## src/rtl/mem_ctrl_arbiter_if.sv

```systemverilog
// rtl/mem_ctrl_arbiter_if.sv - bus bundle between the RAM-port arbiter, its two requesters and the RAM
//
// Purpose: groups the ICache-side, MEM-side and RAM-side signals of mem_ctrl_arbiter.
// Ports (signals):
//   ICache : pc_jump_in, ic_req_in, ic_addr_in -> ic_done_out, ic_inst_out, ic_busy_out
//   MEM    : mem_req_in, mem_we_in, mem_size_in, mem_addr_in, mem_wdata_in
//            -> mem_done_out, mem_rdata_out, mem_busy_out
//   RAM    : ram_a_out, ram_dout_out, ram_wr_out <- ram_din_in
// Modports: slave = the controller, master = the requesters/RAM side.
interface mem_ctrl_arbiter_if #(
    parameter int ADDR_W = 18
);
    logic              pc_jump_in;
    logic              ic_req_in;
    logic [ADDR_W-1:0] ic_addr_in;
    logic              ic_done_out;
    logic [31:0]       ic_inst_out;
    logic              ic_busy_out;

    logic              mem_req_in;
    logic              mem_we_in;
    logic [1:0]        mem_size_in;
    logic [31:0]       mem_addr_in;
    logic [31:0]       mem_wdata_in;
    logic              mem_done_out;
    logic [31:0]       mem_rdata_out;
    logic              mem_busy_out;

    logic [ADDR_W-1:0] ram_a_out;
    logic [7:0]        ram_dout_out;
    logic              ram_wr_out;
    logic [7:0]        ram_din_in;

    modport slave (
        input  pc_jump_in, ic_req_in, ic_addr_in,
        input  mem_req_in, mem_we_in, mem_size_in, mem_addr_in, mem_wdata_in,
        input  ram_din_in,
        output ic_done_out, ic_inst_out, ic_busy_out,
        output mem_done_out, mem_rdata_out, mem_busy_out,
        output ram_a_out, ram_dout_out, ram_wr_out
    );

    modport master (
        output pc_jump_in, ic_req_in, ic_addr_in,
        output mem_req_in, mem_we_in, mem_size_in, mem_addr_in, mem_wdata_in,
        output ram_din_in,
        input  ic_done_out, ic_inst_out, ic_busy_out,
        input  mem_done_out, mem_rdata_out, mem_busy_out,
        input  ram_a_out, ram_dout_out, ram_wr_out
    );
endinterface

```

## src/rtl/mem_ctrl_arbiter.sv

```systemverilog
// rtl/mem_ctrl_arbiter.sv - byte-wide RAM port arbiter/sequencer for ICache fetches and MEM accesses
//
// Purpose: shares one byte-wide, 1-cycle-latency RAM port between the ICache miss path and the
//   MEM stage. Fixed priority MEM > ICache, no preemption, ICache fetches abort on pc_jump_in.
//   Multi-byte accesses are little-endian, one byte per cycle, address wrapping modulo 2^ADDR_W.
// Ports:
//   clk_in  - clock, all state on posedge
//   rst_in  - synchronous active-low reset
//   rdy_in  - global ready; 0 freezes every register
//   bus     - mem_ctrl_arbiter_if.slave (ICache, MEM and RAM sides)
module mem_ctrl_arbiter #(
    parameter int ADDR_W = 18,
    parameter int ICW    = 4
) (
    input  logic              clk_in,
    input  logic              rst_in,
    input  logic              rdy_in,
    mem_ctrl_arbiter_if.slave bus
);

    typedef enum logic [1:0] {IDLE, READ, WRITE, DONE} state_t;
    typedef enum logic       {OWN_IC, OWN_MEM}         owner_t;

    state_t            state_q, state_d;
    owner_t            owner_q, owner_d;
    logic [2:0]        cnt_q, cnt_d;
    logic [2:0]        n_q, n_d;
    logic [ADDR_W-1:0] a_q, a_d;
    logic [31:0]       wdata_q, wdata_d;
    logic [31:0]       ic_inst_q, ic_inst_d;
    logic [31:0]       mem_rdata_q, mem_rdata_d;
    logic              ic_done_q, ic_done_d;
    logic              mem_done_q, mem_done_d;

    logic [1:0]        byte_idx;
    logic [31:0]       cap_mask;
    logic [31:0]       cap_bits;
    logic [31:0]       wdata_shift;
    logic [2:0]        mem_n;

    // Only the low ADDR_W bits of the MEM address reach the RAM.
    logic              unused_addr_hi;
    assign unused_addr_hi = ^bus.mem_addr_in[31:ADDR_W];

    always_comb begin
        case (bus.mem_size_in)
            2'b00:   mem_n = 3'd1;
            2'b01:   mem_n = 3'd2;
            default: mem_n = 3'd4;
        endcase
    end

    always_comb begin
        state_d     = state_q;
        owner_d     = owner_q;
        cnt_d       = cnt_q;
        n_d         = n_q;
        a_d         = a_q;
        wdata_d     = wdata_q;
        ic_inst_d   = ic_inst_q;
        mem_rdata_d = mem_rdata_q;
        ic_done_d   = 1'b0;
        mem_done_d  = 1'b0;

        // RAM data lags the address by one cycle, so the byte arriving now
        // belongs to the address issued when the counter was one lower.
        byte_idx = 2'(cnt_q - 3'd1);
        cap_mask = 32'h0000_00FF << {byte_idx, 3'b000};
        cap_bits = {24'h0, bus.ram_din_in} << {byte_idx, 3'b000};

        case (state_q)
            IDLE: begin
                cnt_d = 3'd0;
                if (bus.mem_req_in) begin
                    owner_d = OWN_MEM;
                    state_d = bus.mem_we_in ? WRITE : READ;
                    n_d     = mem_n;
                    a_d     = bus.mem_addr_in[ADDR_W-1:0];
                    wdata_d = bus.mem_wdata_in;
                    if (!bus.mem_we_in) begin
                        mem_rdata_d = '0;
                    end
                end else if (bus.ic_req_in && !bus.pc_jump_in) begin
                    owner_d   = OWN_IC;
                    state_d   = READ;
                    n_d       = 3'(ICW);
                    a_d       = bus.ic_addr_in;
                    ic_inst_d = '0;
                end
            end

            READ: begin
                // A redirect kills the fetch even on its completing edge.
                if (owner_q == OWN_IC && bus.pc_jump_in) begin
                    state_d = IDLE;
                end else begin
                    if (cnt_q != 3'd0) begin
                        if (owner_q == OWN_IC) begin
                            ic_inst_d = (ic_inst_q & ~cap_mask) | cap_bits;
                        end else begin
                            mem_rdata_d = (mem_rdata_q & ~cap_mask) | cap_bits;
                        end
                    end
                    if (cnt_q == n_q) begin
                        state_d = DONE;
                        if (owner_q == OWN_IC) begin
                            ic_done_d = 1'b1;
                        end else begin
                            mem_done_d = 1'b1;
                        end
                    end else begin
                        cnt_d = cnt_q + 3'd1;
                        a_d   = a_q + ADDR_W'(1);
                    end
                end
            end

            WRITE: begin
                if (cnt_q == n_q - 3'd1) begin
                    state_d    = DONE;
                    mem_done_d = 1'b1;
                end else begin
                    cnt_d = cnt_q + 3'd1;
                    a_d   = a_q + ADDR_W'(1);
                end
            end

            // One dead cycle lets requesters drop req on their registered view of done.
            DONE: state_d = IDLE;

            default: state_d = IDLE;
        endcase
    end

    always_ff @(posedge clk_in) begin
        if (!rst_in) begin
            state_q     <= IDLE;
            owner_q     <= OWN_IC;
            cnt_q       <= '0;
            n_q         <= '0;
            a_q         <= '0;
            wdata_q     <= '0;
            ic_inst_q   <= '0;
            mem_rdata_q <= '0;
            ic_done_q   <= 1'b0;
            mem_done_q  <= 1'b0;
        end else if (rdy_in) begin
            state_q     <= state_d;
            owner_q     <= owner_d;
            cnt_q       <= cnt_d;
            n_q         <= n_d;
            a_q         <= a_d;
            wdata_q     <= wdata_d;
            ic_inst_q   <= ic_inst_d;
            mem_rdata_q <= mem_rdata_d;
            ic_done_q   <= ic_done_d;
            mem_done_q  <= mem_done_d;
        end
    end

    assign wdata_shift = wdata_q >> {cnt_q[1:0], 3'b000};

    assign bus.ram_a_out     = a_q;
    assign bus.ram_wr_out    = (state_q == WRITE);
    assign bus.ram_dout_out  = (state_q == WRITE) ? wdata_shift[7:0] : 8'h00;
    assign bus.ic_done_out   = ic_done_q;
    assign bus.ic_inst_out   = ic_inst_q;
    assign bus.ic_busy_out   = (state_q == READ) && (owner_q == OWN_IC);
    assign bus.mem_done_out  = mem_done_q;
    assign bus.mem_rdata_out = mem_rdata_q;
    assign bus.mem_busy_out  = ((state_q == READ) || (state_q == WRITE)) && (owner_q == OWN_MEM);

endmodule
```

## src/flat_wrapper.sv

```systemverilog
// flat-port wrapper written by rule: the top's interface ports become plain ports
module mem_ctrl_arbiter_flat 
#(
    parameter int ADDR_W = 18,
    parameter int ICW    = 4
)
  (clk_in, rst_in, rdy_in, bus_pc_jump_in, bus_ic_req_in, bus_ic_addr_in, bus_mem_req_in, bus_mem_we_in, bus_mem_size_in, bus_mem_addr_in, bus_mem_wdata_in, bus_ram_din_in, bus_ic_done_out, bus_ic_inst_out, bus_ic_busy_out, bus_mem_done_out, bus_mem_rdata_out, bus_mem_busy_out, bus_ram_a_out, bus_ram_dout_out, bus_ram_wr_out);
  mem_ctrl_arbiter_if #(.ADDR_W(ADDR_W)) bus_i ();
  input  logic clk_in;
  input  logic rst_in;
  input  logic rdy_in;
  input wire logic [$bits(bus_i.pc_jump_in)-1:0] bus_pc_jump_in;
  input wire logic [$bits(bus_i.ic_req_in)-1:0] bus_ic_req_in;
  input wire logic [$bits(bus_i.ic_addr_in)-1:0] bus_ic_addr_in;
  input wire logic [$bits(bus_i.mem_req_in)-1:0] bus_mem_req_in;
  input wire logic [$bits(bus_i.mem_we_in)-1:0] bus_mem_we_in;
  input wire logic [$bits(bus_i.mem_size_in)-1:0] bus_mem_size_in;
  input wire logic [$bits(bus_i.mem_addr_in)-1:0] bus_mem_addr_in;
  input wire logic [$bits(bus_i.mem_wdata_in)-1:0] bus_mem_wdata_in;
  input wire logic [$bits(bus_i.ram_din_in)-1:0] bus_ram_din_in;
  output wire logic [$bits(bus_i.ic_done_out)-1:0] bus_ic_done_out;
  output wire logic [$bits(bus_i.ic_inst_out)-1:0] bus_ic_inst_out;
  output wire logic [$bits(bus_i.ic_busy_out)-1:0] bus_ic_busy_out;
  output wire logic [$bits(bus_i.mem_done_out)-1:0] bus_mem_done_out;
  output wire logic [$bits(bus_i.mem_rdata_out)-1:0] bus_mem_rdata_out;
  output wire logic [$bits(bus_i.mem_busy_out)-1:0] bus_mem_busy_out;
  output wire logic [$bits(bus_i.ram_a_out)-1:0] bus_ram_a_out;
  output wire logic [$bits(bus_i.ram_dout_out)-1:0] bus_ram_dout_out;
  output wire logic [$bits(bus_i.ram_wr_out)-1:0] bus_ram_wr_out;
  assign bus_i.pc_jump_in = bus_pc_jump_in;
  assign bus_i.ic_req_in = bus_ic_req_in;
  assign bus_i.ic_addr_in = bus_ic_addr_in;
  assign bus_i.mem_req_in = bus_mem_req_in;
  assign bus_i.mem_we_in = bus_mem_we_in;
  assign bus_i.mem_size_in = bus_mem_size_in;
  assign bus_i.mem_addr_in = bus_mem_addr_in;
  assign bus_i.mem_wdata_in = bus_mem_wdata_in;
  assign bus_i.ram_din_in = bus_ram_din_in;
  assign bus_ic_done_out = bus_i.ic_done_out;
  assign bus_ic_inst_out = bus_i.ic_inst_out;
  assign bus_ic_busy_out = bus_i.ic_busy_out;
  assign bus_mem_done_out = bus_i.mem_done_out;
  assign bus_mem_rdata_out = bus_i.mem_rdata_out;
  assign bus_mem_busy_out = bus_i.mem_busy_out;
  assign bus_ram_a_out = bus_i.ram_a_out;
  assign bus_ram_dout_out = bus_i.ram_dout_out;
  assign bus_ram_wr_out = bus_i.ram_wr_out;
  mem_ctrl_arbiter #(.ADDR_W(ADDR_W), .ICW(ICW)) u_core (.clk_in(clk_in), .rst_in(rst_in), .rdy_in(rdy_in), .bus(bus_i));
endmodule
```

## config.mk

```make
export PLATFORM = sky130hd
export DESIGN_NAME = mem_ctrl_arbiter_flat
export DESIGN_NICKNAME = d
export VERILOG_FILES = /design/src/rtl/mem_ctrl_arbiter_if.sv /design/src/rtl/mem_ctrl_arbiter.sv /design/src/flat_wrapper.sv
export SDC_FILE = /design/constraint.sdc
export NUM_CORES = 1
export LEC_CHECK = 0
export BUFFER_PORTS_ARGS = -buffer_cell sky130_fd_sc_hd__buf_2
export CAP_MARGIN = 20
export CORE_ASPECT_RATIO = 1.5
export CORE_MARGIN = 2
export CORE_UTILIZATION = 55
export DETAILED_ROUTE_END_ITERATION = 16
export PLACE_DENSITY = 0.91
export SLEW_MARGIN = 30
export SYNTH_ARGS = -nofsm -noshare
export SYNTH_HDL_FRONTEND = slang
export SYNTH_SLANG_ARGS = --single-unit
```

## constraint.sdc

```tcl
create_clock -name clk_in -period 5.87 [get_ports clk_in]
set_clock_uncertainty 0.1 [all_clocks]
set_input_delay 0.2935 -clock clk_in [delete_from_list [all_inputs] [get_ports clk_in]]
set_output_delay 0.2935 -clock clk_in [all_outputs]
set_load 0.05 [all_outputs]
```

* After elaboration in Yosys (flattened, before gate mapping)
Cells that the tools add are included.
** Word-level totals
- Flip-flop bits (word level) :: 125
- Input port bits :: 99
- Output and inout bits :: 95
- Word-level logic and storage cells :: 105
** Operators by class
- $add $sub $neg :: 4
- Equal/unequal tests :: 19
- Shift operators :: 3
- Muxes and demuxes :: 44
- Bitwise logic cells :: 6
- Reduce and logical (&&, ||, !) cells :: 19
** Operator list (number)
- two-way mux 32 bit :: 10
- one-hot mux 32 bit (2 select lines) :: 2
- two-way mux 18 bit :: 5
- AND 32 bit :: 2
- bitwise OR 32 bit :: 2
- one-hot mux 18 bit (3 select lines) :: 1
- inverter 32 bit :: 1
- << shifter 8 x 5 -> 32 bit :: 1
- << shifter 8 x 5 -> 32 bit, first input constant :: 1
- >> shifter 32 x 5 -> 8 bit :: 1
- adder 18 x 1 -> 18 bit, second input constant :: 1
- two-way mux 3 bit :: 5
- inequality test 2 bit, second input constant :: 7
- AND reduction 7 bit :: 2
- two-way mux 2 bit :: 6
- two-way mux 1 bit :: 10
- one-hot mux 3 bit (3 select lines) :: 1
- two-way mux 8 bit :: 1
- inequality test 2 x 1 -> 1 bit, second input constant :: 4
- one-hot mux 2 bit (4 select lines) :: 1
- equality test 3 bit :: 2
- one-hot mux 3 bit (2 select lines) :: 1
- AND reduction 3 bit :: 2
- AND reduction 6 bit :: 1
- 17 further kinds :: 25

* Longest topological paths before layout
- Word-level depth :: 9
- Mapped depth :: 9
- Gate-level depth less buffers :: 7

* Worst setup path before layout
No wires, ideal clock.
- Path kind :: register to register
- From :: register u_core.state_q[1]
- To :: register u_core.a_q[17] (netlist: u_core.bus.ram_a_out[17])
- Arrival time :: 2269 ps
- Required time :: 5652 ps
- Setup slack :: 3383 ps
- Cell stages (with the launch flop) :: 9
- Buffers on the path :: 1
- Clock period less this slack :: 2487 ps
- Cell sequence :: dfxtp_1 -> inv_1 -> ha_1 -> nor2b_1 -> a21oi_1 -> nand4_2 -> clkbuf_1 -> nor2_1 -> o2bb2ai_1
** On the way
- Cells in the longest elaborated chain, start to end :: 3
** RTL lines
- from (decl) :: RTL line mem_ctrl_arbiter.sv:24 : state_t state_q, state_d;
- from (signal assigned) :: RTL line mem_ctrl_arbiter.sv:148 : state_q <= state_d;
- equality test 2 x 1 -> 1 bit, or another cell as far along :: RTL line mem_ctrl_arbiter.sv:71 : case (state_q)
- inequality test 2 bit (no line), or another cell as far along
- AND reduction 6 bit (no line)
- to (signal assigned) :: RTL line mem_ctrl_arbiter.sv:141 : a_q <= '0;
- to (signal assigned) :: RTL line mem_ctrl_arbiter.sv:152 : a_q <= a_d;
- to (decl) :: RTL line mem_ctrl_arbiter.sv:28 : logic [ADDR_W-1:0] a_q, a_d;
Several ways; a longest one is shown, not always the timed one.
A chain may end at the register's enable or synchronous reset.

* Worst setup path after layout
- From :: register u_core.cnt_q[0]
- To :: register u_core.mem_rdata_q[21] (netlist: u_core.bus.mem_rdata_out[21])
** On the way
- Cells in the longest elaborated chain, start to end :: 9
** RTL lines
- from (decl) :: RTL line mem_ctrl_arbiter.sv:26 : logic [2:0] cnt_q, cnt_d;
- from (signal assigned) :: RTL line mem_ctrl_arbiter.sv:150 : cnt_q <= cnt_d;
- subtractor 2 x 1 -> 2 bit :: RTL line mem_ctrl_arbiter.sv:67 : byte_idx = 2'(cnt_q - 3'd1);
- << shifter 8 x 5 -> 32 bit :: RTL line mem_ctrl_arbiter.sv:68 : cap_mask = 32'h0000_00FF << {byte_idx, 3'b000};
- inverter 32 bit :: RTL line mem_ctrl_arbiter.sv:101 : mem_rdata_d = (mem_rdata_q & ~cap_mask) | cap_bits;
- AND 32 bit :: RTL line mem_ctrl_arbiter.sv:101
- bitwise OR 32 bit :: RTL line mem_ctrl_arbiter.sv:101
- two-way mux 32 bit :: RTL line mem_ctrl_arbiter.sv:98 : if (owner_q == OWN_IC) begin
- two-way mux 32 bit :: RTL line mem_ctrl_arbiter.sv:97 : if (cnt_q != 3'd0) begin
- two-way mux 32 bit :: RTL line mem_ctrl_arbiter.sv:94 : if (owner_q == OWN_IC && bus.pc_jump_in) begin
- one-hot mux 32 bit (2 select lines) :: RTL line mem_ctrl_arbiter.sv:71
- to (signal assigned) :: RTL line mem_ctrl_arbiter.sv:155 : mem_rdata_q <= mem_rdata_d;
- to (decl) :: RTL line mem_ctrl_arbiter.sv:31 : logic [31:0] mem_rdata_q, mem_rdata_d;
Several ways; a longest one is shown, not always the timed one. The select of a mux whose other input is x is not followed.

==> metrics <==
DR pass1 iterations 5; largest net degree at the start of global routing 81; layout cells sized above 1 28.5%; warnings from Yosys 0; Logic pwr share 16.7%; share of flip-flops with an asynchronous set or reset 0%; deepest clock path buffer count 2; hold_buf cts 0; total routed wirelength between 15 and 20 mm; Max Clock Freq ~320 MHz; CTS tree yes; Worst R2R Path Depth 7; H-tree depth 4; Die ar. 0.0117 mm2; Leakage Power 3.13 nW; Setup CP Type flip-flop to flip-flop; sw power 0.703 mW; Area Growth Syn to Fin 24.7%; Critical Path AT 3400 ps; top cell type's share of synthesized area between 40% and 50%; final hold violation count 0; total number of vias around 5600; post_cts resized 0; Final Worst Setup Slack between 2000 and 3000 ps; Max Cap Viol 0; Yosys cell types 53; clk slew on worst S/H paths 60 ps; RSZ-0062 raised after global routing no; Final Cycle Share 53.8%; Reg2Reg Setup Slack 2710 ps; wire per inst around 16 um; number of I/O pins 194; CP endpoint u_core.bus.mem_rdata_out[21]$_SDFFE_PN0P_; Hold WS 31.2 ps; Critical Path End Type flip-flop; worst-path fanout max 17; post-synthesis instance area 0.00598 mm2; clock power share between 40 and 50%; vias in the first global route approximately 5400; register bit count reported by yosys 125; first-iteration detailed-routing DRC count 367; row count 46; total grt overflow 0; first-pass GRT wire length 25.3 mm; top cells by area in the synthesized netlist dfxtp_1, nand2_1, a21boi_0; internal power 1.61 mW; Worst-Skew Late Latency 410 ps; Vias/cell 5.68; Worst Max-Slew Pin Slew approximately 930 ps; clk sink count 125; final setup fails 0; initial antenna violation count 2; gr usage total 26.8%; HPWL after detailed placement ~11 mm; switch share a little under a third; Power Total between 2 and 2.5 mW; Avg Cell Area, Syn between 8 and 9 um2; Die Height 132 um; post-synth net total 786; number of flops mapped to enable cells by yosys 0; Final ANT Viol Nets 0; worst r2r dst u_core.bus.mem_rdata_out[21]$_SDFFE_PN0P_; Synth area leader dfxtp_1; core footprint 0.0106 mm2; DP Area 0.00687 mm2; startpoint class of the critical path flip-flop; Flop pwr share 39.7%; Mapped Cells 676; Worst Setup SP u_core.cnt_q[0]$_SDFFE_PN0P_; Post-CTS Setup Inserts 0; FF-to-FF Start u_core.cnt_q[0]$_SDFFE_PN0P_; CTS root buf clkbuf_16; min cycle time layout 3160 ps; PortBufs 179; max_slew headroom 38.0%; setup TNS 0 ps; Routability Congestion about 0.83; most frequent cell after synthesis dfxtp_1; peak supply drop approximately 260 uV; ys flop type dfxtp_1; Power Dens Cells 311 mW/mm2; drt drc 0; CTS Buf Count 17; CP required 6110 ps; min-delay worst type input pin to flip-flop; status finished clean; final instance area 0.00745 mm2; top cells by count, synth dfxtp_1, nand2_1, nor2b_1, a21boi_0, clkbuf_1; die width 89.1 um; Slew Viols, Final 0; DP Worst Slack about 2700 ps; Initial Utilization 56.4%; Final nets around 930; post-synthesis sequential area ratio between 40% and 50%
[cells by family (layout without fill, tap and decap cells)]
family | Yosys count | in the layout | synth area share (%)
buf+inv | 77 | 237 | 5.00
xor+xnor | 6 | 6 | 1.11
compound gates | 176 | 176 | 21.9
fa+ha+maj | 11 | 11 | 2.30
flops | 125 | 125 | 41.9
mux | 29 | 29 | 6.61
other cells | 0 | 2 | 0
simple gates | 252 | 252 | 21.2
[layout make-up]
class / count / area (um2)
flip-flops and latches: 125 / 2500
inverters: 23 / 86.3
repair buffers: 182 / 921
multi-input cells: 474 / 3180
clock buffers: 18 / 439
well taps: 144 / 180
clock inverters: 14 / 135
fillers: 853 / 3140
diodes: 2 / 5.00
[through the flow]
stage                     std cells  util, %
after floorplan                 676        -
after global placement          948     64.9
after detailed placement        948     64.9
after CTS                       980     70.3
after global routing            982     70.4
final                           982     70.4
[registers in the layout, summed over array words and instances (netlist names)]
register                  flops
u_core.bus.mem_rdata_out     32
u_core.state_q                2
u_core.bus.ic_inst_out       32
u_core.cnt_q                  3
u_core.n_q                    3
u_core.bus.mem_done_out       1
u_core.bus.ram_a_out         18
u_core.wdata_q               32
u_core.bus.ic_done_out        1
u_core.owner_q                1
[placed cells by master (no fill, tap or decap), types with 5 or more instances in the layout]
master	netlist	layout
nor2_1	27	26
inv_1	23	23
and2_1	12	12
nand2b_1	6	6
o21ai_0	15	15
a32o_1	24	24
mux4_2	8	8
dfxtp_1	125	125
buf_2	8	178
a22oi_1	32	32
o22ai_1	6	6
a21oi_1	22	22
nand2_1	115	115
o21a_1	5	5
clkbuf_16	0	17
or3_1	6	6
a21boi_0	36	36
mux2i_1	17	17
nor2b_1	39	39
a31oi_1	6	6
nand3_1	18	18
nand4_1	5	5
o2bb2ai_1	15	15
ha_1	11	11
[power groups by stage]
stage / clock network [mW] / registers (mW) / logic [mW]
final: 1.01 / 0.919 / 0.387
after global routing: 1.05 / 0.925 / 0.426
after CTS: 1.02 / 0.919 / 0.387
after detailed placement: 0 / 0.937 / 0.384
after global placement: 0 / 0.936 / 0.377
after floorplan: 0 / 0.985 / 0.237
[worst max-delay path: stages, from the launching register on]
cell and delay, ps:
dfxtp_1 930, inv_1 270, ha_1 290, nand2_1 100, o221ai_2 240, nor4_2 800
a22oi_1 200, nor2b_1 160
[worst min-delay path by stage]
| stage | slack (ps) | to | from | depth (start not counted) |
|---|---|---|---|---|
| finish | 30 | u_core.wdata_q[3]$_SDFFE_PN0P_ | bus_mem_wdata_in[3] | 3 |
| global route | 30 | u_core.wdata_q[18]$_SDFFE_PN0P_ | bus_mem_wdata_in[18] | 3 |
| CTS | 20 | u_core.wdata_q[9]$_SDFFE_PN0P_ | bus_mem_wdata_in[9] | 3 |
| detailed placement | 340 | u_core.bus.ic_inst_out[24]$_SDFFE_PN0P_ | u_core.bus.ic_inst_out[24]$_SDFFE_PN0P_ | 1 |
| global placement | 340 | u_core.bus.ic_inst_out[30]$_SDFFE_PN0P_ | u_core.bus.ic_inst_out[30]$_SDFFE_PN0P_ | 1 |
| floorplan | 340 | u_core.wdata_q[10]$_SDFFE_PN0P_ | bus_mem_wdata_in[10] | 2 |
[per-layer routing]
metal,global-route usage (%),part of all wire [%]
met3,7.41,6.7
met5,0,0
met4,11.5,2.7
met2,44.7,51
met1,31.2,39
Note: power is estimated with default switching activity, not from simulation.
